===== src/rtl/mfs_pkg.sv =====
// rtl/mfs_pkg.sv - shared types and constants for the factor search; MFS_SKIP_TRIVIAL_EN selects the factor sweep start
package mfs_pkg;

  typedef enum logic [1:0] {
    IDLE = 2'd0,
    MUL  = 2'd1,
    CMP  = 2'd2,
    DONE = 2'd3
  } state_e;

  // Product width: a full A_W x B_W product never exceeds A_W+B_W bits.
  function automatic int p_w(input int a_w, input int b_w);
    return a_w + b_w;
  endfunction

`ifdef MFS_SKIP_TRIVIAL_EN
  // Factors 0 and 1 give only trivial factorisations, so the sweep starts at 2.
  localparam int FACTOR_LO = 2;
`else
  localparam int FACTOR_LO = 0;
`endif

endpackage


===== src/rtl/mfs_shift_add_mul.sv =====
// rtl/mfs_shift_add_mul.sv - B_W-cycle shift-add multiplier, LSB of b first
module mfs_shift_add_mul
  import mfs_pkg::*;
#(
  parameter int A_W = 5,
  parameter int B_W = 3,
  parameter int P_W = p_w(A_W, B_W)
) (
  input  logic           clk,
  input  logic           rst_n,
  input  logic           load_i,
  input  logic           step_i,
  input  logic [A_W-1:0] a_i,
  input  logic [B_W-1:0] b_i,
  output logic [P_W-1:0] product_o,
  output logic           last_o
);

  localparam int CNT_W = $clog2(B_W + 1);

  logic [P_W-1:0]   acc_q, acc_d;
  logic [P_W-1:0]   mcand_q, mcand_d;
  logic [B_W-1:0]   mplier_q, mplier_d;
  logic [CNT_W-1:0] cnt_q, cnt_d;

  // Load clears the accumulator; each step adds the shifted multiplicand if the current b bit is set.
  always_comb begin
    acc_d    = acc_q;
    mcand_d  = mcand_q;
    mplier_d = mplier_q;
    cnt_d    = cnt_q;
    if (load_i) begin
      acc_d    = '0;
      mcand_d  = P_W'(a_i);
      mplier_d = b_i;
      cnt_d    = '0;
    end else if (step_i) begin
      if (mplier_q[0]) acc_d = acc_q + mcand_q;
      mcand_d  = mcand_q << 1;
      mplier_d = mplier_q >> 1;
      cnt_d    = cnt_q + CNT_W'(1);
    end
  end

  // Datapath registers.
  always_ff @(posedge clk or negedge rst_n) begin
    if (!rst_n) begin
      acc_q    <= '0;
      mcand_q  <= '0;
      mplier_q <= '0;
      cnt_q    <= '0;
    end else begin
      acc_q    <= acc_d;
      mcand_q  <= mcand_d;
      mplier_q <= mplier_d;
      cnt_q    <= cnt_d;
    end
  end

  assign product_o = acc_q;
  assign last_o    = (cnt_q == CNT_W'(B_W - 1));

endmodule


===== src/rtl/multiplier_factor_search.sv =====
// rtl/multiplier_factor_search.sv - sequential factor search over all (a,b); MFS_SKIP_TRIVIAL_EN excludes factors 0 and 1
module multiplier_factor_search
  import mfs_pkg::*;
#(
  parameter int A_W = 5,
  parameter int B_W = 3
) (
  input  logic                 clk,
  input  logic                 rst_n,
  input  logic                 start,
  input  logic                 abort,
  input  logic [A_W+B_W-1:0]   target,
  output logic                 busy,
  output logic                 done,
  output logic                 found,
  output logic [A_W-1:0]       a_out,
  output logic [B_W-1:0]       b_out
);

  localparam int P_W = p_w(A_W, B_W);
  localparam logic [A_W-1:0] A_LO = A_W'(FACTOR_LO);
  localparam logic [B_W-1:0] B_LO = B_W'(FACTOR_LO);
  localparam logic [A_W-1:0] A_HI = '1;
  localparam logic [B_W-1:0] B_HI = '1;

  state_e         state_q, state_d;
  logic [P_W-1:0] target_q, target_d;
  logic [A_W-1:0] a_q, a_d, a_out_q, a_out_d;
  logic [B_W-1:0] b_q, b_d, b_out_q, b_out_d;
  logic           found_q, found_d;
  logic           mul_load;
  logic           mul_last;
  logic [P_W-1:0] product;

  mfs_shift_add_mul #(.A_W(A_W), .B_W(B_W), .P_W(P_W)) u_mul (
    .clk       (clk),
    .rst_n     (rst_n),
    .load_i    (mul_load),
    .step_i    (state_q == MUL),
    .a_i       (a_d),
    .b_i       (b_d),
    .product_o (product),
    .last_o    (mul_last)
  );

  // Next-state, sweep counters and result registers; the multiplier loads whatever pair is entered next.
  always_comb begin
    state_d  = state_q;
    target_d = target_q;
    a_d      = a_q;
    b_d      = b_q;
    found_d  = found_q;
    a_out_d  = a_out_q;
    b_out_d  = b_out_q;
    mul_load = 1'b0;
    case (state_q)
      IDLE: begin
        if (start && !abort) begin
          target_d = target;
          a_d      = A_LO;
          b_d      = B_LO;
          found_d  = 1'b0;
          a_out_d  = '0;
          b_out_d  = '0;
          mul_load = 1'b1;
          state_d  = MUL;
        end
      end
      MUL: begin
        if (mul_last) state_d = CMP;
      end
      CMP: begin
        if (product == target_q) begin
          found_d = 1'b1;
          a_out_d = a_q;
          b_out_d = b_q;
          state_d = DONE;
        end else if (a_q == A_HI && b_q == B_HI) begin
          found_d = 1'b0;
          state_d = DONE;
        end else begin
          if (b_q == B_HI) begin
            b_d = B_LO;
            a_d = a_q + A_W'(1);
          end else begin
            b_d = b_q + B_W'(1);
          end
          mul_load = 1'b1;
          state_d  = MUL;
        end
      end
      DONE: state_d = IDLE;
      default: state_d = IDLE;
    endcase
    // Abort overrides everything once a search is under way.
    if (abort && state_q != IDLE) begin
      state_d  = IDLE;
      found_d  = 1'b0;
      a_out_d  = '0;
      b_out_d  = '0;
      mul_load = 1'b0;
    end
  end

  // Control and result state.
  always_ff @(posedge clk or negedge rst_n) begin
    if (!rst_n) begin
      state_q  <= IDLE;
      target_q <= '0;
      a_q      <= '0;
      b_q      <= '0;
      found_q  <= 1'b0;
      a_out_q  <= '0;
      b_out_q  <= '0;
    end else begin
      state_q  <= state_d;
      target_q <= target_d;
      a_q      <= a_d;
      b_q      <= b_d;
      found_q  <= found_d;
      a_out_q  <= a_out_d;
      b_out_q  <= b_out_d;
    end
  end

  assign busy  = (state_q == MUL) || (state_q == CMP);
  assign done  = (state_q == DONE);
  assign found = found_q;
  assign a_out = a_out_q;
  assign b_out = b_out_q;

endmodule


===== config.mk =====
export PLATFORM = sky130hd
export DESIGN_NAME = multiplier_factor_search
export DESIGN_NICKNAME = d
export VERILOG_FILES = /design/src/rtl/mfs_pkg.sv /design/src/rtl/mfs_shift_add_mul.sv /design/src/rtl/multiplier_factor_search.sv
export SDC_FILE = /design/constraint.sdc
export NUM_CORES = 1
export LEC_CHECK = 0
export ABC_AREA = 1
export CAP_MARGIN = 10
export CORE_ASPECT_RATIO = 0.75
export CORE_MARGIN = 2
export CORE_UTILIZATION = 40
export DETAILED_ROUTE_END_ITERATION = 8
export DONT_BUFFER_PORTS = 1
export GPL_ROUTABILITY_DRIVEN = 0
export SYNTH_ARGS = -nofsm -noshare
export SYNTH_HDL_FRONTEND = slang
export SYNTH_SLANG_ARGS = --single-unit

===== constraint.sdc =====
create_clock -name clk -period 2.14 [get_ports clk]
set_input_delay 0.321 -clock clk [delete_from_list [all_inputs] [get_ports clk]]
set_output_delay 0.321 -clock clk [all_outputs]
set_load 0.01 [all_outputs]

# After elaboration in Yosys (flattened, before gate mapping)
# Index checks and enable logic that the tools add are counted.
[totals] reg_bits=48 ramBits=0 inputBits=12 romBits=0 memories=0 word_cells=84 latchBits=0
[classes] add_sub_neg=4 n_mul=0 bitwise=0 div=0 mux=43 n_reduce_logical=15 n_shift=0 n_lt_le_gt_ge=0 eq_ne=11
[ops] cell="two-way mux 8 bit" n=5
[ops] cell="two-way mux 5 bit" n=7
[ops] cell="two-way mux 3 bit" n=9
[ops] cell="case mux 5 bit (2 select lines)" n=2
[ops] cell="two-way mux 2 bit" n=7
[ops] cell="case mux 3 bit (2 select lines)" n=2
[ops] cell="inequality test 3 bit, second input constant" n=3
[ops] cell="adder 8 bit" n=1
[ops] cell="equality test 8 bit" n=1
[ops] cell="two-way mux 1 bit" n=8
[ops] cell="case mux 2 bit (4 select lines)" n=1
[ops] cell="equality test 2 bit, second input constant" n=3
[ops] cell="AND reduction 2 bit" n=3
[ops] cell="AND reduction 3 bit" n=2
[ops] cell="nonzero test 2 bit" n=3
[ops] cell="adder 5 x 1 -> 5 bit, second input constant" n=1
[ops] cell="equality test 5 bit, second input constant" n=1
[ops] cell="inequality test 4 bit, second input constant" n=1
[ops] cell="case mux 1 bit (2 select lines)" n=2
[ops] cell="adder 3 x 1 -> 3 bit, second input constant" n=1
[ops] cell="equality test 3 bit, second input constant" n=1
[ops] cell="logical AND 1 bit" n=3
[ops] cell="nonzero test 3 bit" n=1
[ops] cell="adder 2 x 1 -> 2 bit, second input constant" n=1
[ops] cell="4 further kinds" n=4

# Longest topological paths before layout
[depth] ltp_word=8 depth_mapped=14 mapped_depth_nobuf=14

# Cells and area by module
# Synthesis repeated with hierarchy kept, for this count alone.
[hier_totals] cells_unflattened=365 area_unflattened_um2=2891.5
[by_module_without_submodules] mod="multiplier_factor_search" cells_per_inst=225 area_each_um2=1721.7 n_inst=1
[by_module_without_submodules] mod="mfs_shift_add_mul" cells_per_inst=140 area_each_um2=1169.9 n_inst=1

# Worst setup path before layout
# No wires, ideal clock.
[synth_timing] path_type="register -> register" start="register a_q[1]" end="register u_mul.mcand_q[1]" stages_incl_launch_ff=13 n_path_buf=2 path_slack_ps=288 t_arrival_ps=1735 setup_ps=116 path_cell_list="dfrtp_1 -> ha_1 -> nand2_1 -> nor2_1 -> ha_1 -> nand2_2 -> nand3_2 -> nand2_4 -> buf_8 -> buf_8 -> nand3_1 -> nand2_1 -> nand2_1"
[synth_via] elab_chain_cells=7
[synth_rtl] item="start: declaration" line="multiplier_factor_search.sv:28" rtl="logic [A_W-1:0] a_q, a_d, a_out_q, a_out_d;"
[synth_rtl] item="start signal: assignment" line="multiplier_factor_search.sv:110" rtl="a_q <= '0;"
[synth_rtl] item="start signal: assignment" line="multiplier_factor_search.sv:118" rtl="a_q <= a_d;"
[synth_rtl] item="branches (longest 7 deep; another with adder 5 x 1 -> 5 bit)"
[synth_rtl] item="end signal: assignment" line="mfs_shift_add_mul.sv:54" rtl="mcand_q <= mcand_d;"
[synth_rtl] item="end: declaration" line="mfs_shift_add_mul.sv:22" rtl="logic [P_W-1:0] mcand_q, mcand_d;"
# Several ways; the timed one is not identified.
# A chain may end at the register's enable or synchronous reset.

# Final worst setup path
[layout_timing] start="register a_q[0]" end="register u_mul.mcand_q[5]"
[layout_via] elab_chain_cells=7
[layout_rtl] item="equality test 5 bit (*)" line="multiplier_factor_search.sv:78" rtl="end else if (a_q == A_HI && b_q == B_HI) begin"
[layout_rtl] item="logical AND 1 bit (*)" line="multiplier_factor_search.sv:78"
[layout_rtl] item="two-way mux 1 bit (*)" line="multiplier_factor_search.sv:78"
[layout_rtl] item="two-way mux 1 bit (*)" line="multiplier_factor_search.sv:73" rtl="if (product == target_q) begin"
[layout_rtl] item="case mux 1 bit (2 select lines) (*)" line="multiplier_factor_search.sv:56" rtl="case (state_q)"
[layout_rtl] item="two-way mux 1 bit (*)" line="multiplier_factor_search.sv:96" rtl="if (abort && state_q != IDLE) begin"
[layout_rtl] item="two-way mux 8 bit or nonzero test 2 bit (tied branches)"
# Every way passes the cells marked *; elsewhere a longest branch is shown, timed or not.

==> summary.txt <==
STA
  – Total Neg Setup Slack: 0 ns
  – Transition time of the tightest slew-check pin: 0.3568 ns
  – Final setup violation count: 0
  – Post-route setup slack: 0.1842 ns
  – Final min period: 1.956 ns
  – Relative slew slack: 76.21%
  – Final-report hold violation count: 0
  – Maximum clock frequency: 511.3 MHz
  – Pins Over Slew Limit: 0
  – Clock Skew: 0.007646 ns
  – Fraction of the cycle the final worst path needs: 91.39%
  – Setup repair after global routing missed its margin: no

Setup path
  – WS Path Type: register to register
  – Peak fanout along the critical path: 14
  – Sort of element at the end of the critical path: register
  – Signal arrival time at the worst endpoint: 2.14 ns
  – Critical path's top delay family: simple AND/OR/NAND/NOR gates
  – Crit path max-delay cell type: dfrtp_2
  – Kind of start point of the critical path: register
  – Peak per-stage delay on the critical path: 0.45 ns
  – Sum of buffers and inverters on the critical path: 2
  – Data required time of the critical path: 2.32 ns
  – Critical path's most frequent cell: ha_1
  – Crit-path cells: ha_1 > nand2_1 > nor2_1 > ha_1 > nand2_2 > nand3_2 > nand2_4 > buf_4 > inv_1 > nand3_1 > o21ai_0

Detailed routing
  – Number of DRC markers after the initial detailed-route iteration: 96
  – Via density per instance: 5.018
  – Met2 routed WL: 2288 um
  – Average wire per cell in the routed design: 13.00 um
  – Router iterations before antenna repair: 5
  – Sum of routed wire segments on met1: 3060 um
  – Met3 wirelength from detailed routing: 308 um
  – Number of antenna-violating nets in the routed design: 0
  – Detailed-route wire length: 5747 um
  – Top Layer Used: met4
  – DRC violations left: 0
  – Via count: 2,218

Logic synthesis
  – Most area-consuming cells after synthesis: dfrtp_1 (43%), nand2_1 (14%), ha_1 (7.6%), inv_1 (5.1%), o21ai_0 (4.8%)
  – Flop and latch count out of synthesis: 48
  – Largest area contributor in the synthesized netlist: dfrtp_1
  – Post-synthesis instance area: 2811 um2
  – Warning count from the yosys run: 0
  – Async set-reset flop share out of synthesis: 100.0%
  – Number of instances in the synthesized netlist: 347
  – Dominant cell by count in the synthesized netlist: nand2_1
  – Avg Cell Area, Syn: 8.102 um2
  – Main flop type after synthesis: dfrtp_1
  – Ranking of synthesized cells by instance count: nand2_1 (108), dfrtp_1 (48), inv_1 (38)
  – Post-synthesis sequential area ratio: 42.72%
  – Post-synthesis net count: 377
  – Count of cell types in the netlist: 32
  – Yosys top cell area share: 42.72%
  – Post-synth EDFFs: 0

Global route
  – Overall routing resource usage: 16.30%
  – Maximum number of pins on one net before global-route repair: 49
  – Leftover overflow at the end of global routing: 0
  – Via count of the first global-routing pass: 2,138
  – Initial antenna violation count: 0
  – Global-route wire length before repair: 10,020 um

Placement
  – Number of buffer cells added on primary ports: 0
  – Post-detailed-placement half-perimeter wirelength: 4379 um
  – Dpl ws: 0.1096 ns

Clock tree
  – Num CTS Buffers: 5
  – Clock tree from TritonCTS: yes
  – Clock Tree Root: clkbuf_8
  – Buffer levels on the longest clock path: 2
  – CTS sink count: 48
  – Clock-pin transition on the worst setup and hold timing paths: 0.09 ns
  – Clock Latency Late Sink: 0.30 ns
  – Number of H-tree levels: 2

Power and ir drop
  – Final Total Pwr: 3.923 mW
  – Pwr Density: 1263 nW/um2
  – Static Leakage: 1.576 nW
  – Maximum VDD drop: 446.0 uV

Final layout
  – Number of antenna diodes: 0
  – Fraction of final layout cells sized beyond drive strength 1: 12.85%
  – Area added between synthesis and finish: 10.46%
  – Post-layout nets: 388

Floorplanning
  – Rows: 26
  – DIE WIDTH: 100.8 um
  – Die height: 76.61 um
  – Overall die area: 7722 um2
  – Top Ports: 23
  – Core Footprint: 6799 um2
  – Starting utilization of the core area: 41.35%

Job
  – Maxcap violations: 0

Worst hold path
  – Kind of path behind the tightest hold check: input port to register

Outcome
  – Run status: finished clean
## cells by family (layout without fill, tap and decap cells)
logic type / after synthesis / count (layout) / share of synthesized area [%]
muxes: 3 / 3 / 1.202
xor gates and xnor gates: 9 / 9 / 2.804
DFF: 48 / 48 / 42.72
adders and majority gates: 18 / 18 / 8.278
buffers and inverters: 47 / 58 / 7.788
and+or+nand+nor: 165 / 165 / 25.06
AOI/OAI and AO/OA: 57 / 57 / 12.15
## routing by layer
metal | vias up | GRT usage [%]
li1 | 1139 | -
met1 | 1020 | 24.41
met2 | 50 | 22.93
met3 | 9 | 3.761
met4 | 0 | 5.342
met5 | - | 0
## final cells by class
| type | instances | area [um2] |
|---|---|---|
| Clock inverter | 2 | 60.06 |
| Fill cell | 651 | 3694 |
| Sequential cell | 48 | 1202 |
| Clock buffer | 5 | 68.82 |
| Inverter | 40 | 150.1 |
| Timing Repair Buffer | 11 | 117.6 |
| Tap cell | 84 | 105.1 |
| Multi-Input combinational cell | 252 | 1401 |
## power breakdown
group	switching (mW)	total (mW)	internal [mW]
Combinational	1.06	1.78	0.713
Sequential	0.225	1.38	1.16
Clock	0.301	0.761	0.460
## path summary, 6_finish.rpt
kind,endpoint,slack (ns),cells after the start,startpoint
setup reg to reg,u_mul.mcand_q[5]$_DFFE_PN0P_,0.18,11,a_q[0]$_DFF_PN0_
hold / removal,target_q[4]$_DFFE_PN0P_,0.17,1,target[4]
max in group asynchronous,a_q[0]$_DFF_PN0_,1.39,2,rst_n
hold reg to reg,u_mul.mplier_q[1]$_DFFE_PN0P_,0.49,2,u_mul.mplier_q[1]$_DFFE_PN0P_
min in group asynchronous,u_mul.mcand_q[3]$_DFFE_PN0P_,0.53,2,rst_n
setup / recovery,u_mul.mcand_q[5]$_DFFE_PN0P_,0.18,11,a_q[0]$_DFF_PN0_
## worst register-to-register path: stages (launching register included)
cell,delay (ns)
dfrtp_2,0.45
ha_1,0.22
nand2_1,0.09
nor2_1,0.05
ha_1,0.20
nand2_2,0.14
nand3_2,0.13
nand2_4,0.14
buf_4,0.22
inv_1,0.07
nand3_1,0.07
o21ai_0,0.08
## cells in the final DEF (no fill, tap or decap), types with 4 or more instances in the layout
cell,count
a21oi_1,13
buf_4,8
clkbuf_8,5
dfrtp_1,47
ha_1,14
inv_1,38
nand2_1,108
nand2_2,4
nand3_1,16
nor2_1,27
o21ai_0,27
o21ai_2,7
xnor2_1,7
## registers in the layout (all words and copies together), names as in the netlist, 3 cells and up
register / flops
u_mul.product_o: 8
a_out: 5
b_q: 3
u_mul.mplier_q: 3
u_mul.mcand_q: 8
a_q: 5
b_out: 3
target_q: 8
## repair_timing
item,4_1_cts,5_1_grt
setup endpoints to repair,0,19
hold buffers,2,0
setup buffers,0,1
endpoints found under the hold margin,48,0
resized for setup,0,5
## metrics by stage
stage               hold WS, ns  utilization, %  cell area (um2)  cells
floorplan               0.02541               -             2811    347
global placement        0.02851           42.77             2908    432
detailed placement      0.02824           42.77             2908    432
global route             0.1509           45.68             3105    442
finish                   0.1690           45.68             3105    442
CTS                      0.1604           45.22             3074    441
Power figures use the tool's default switching activity.
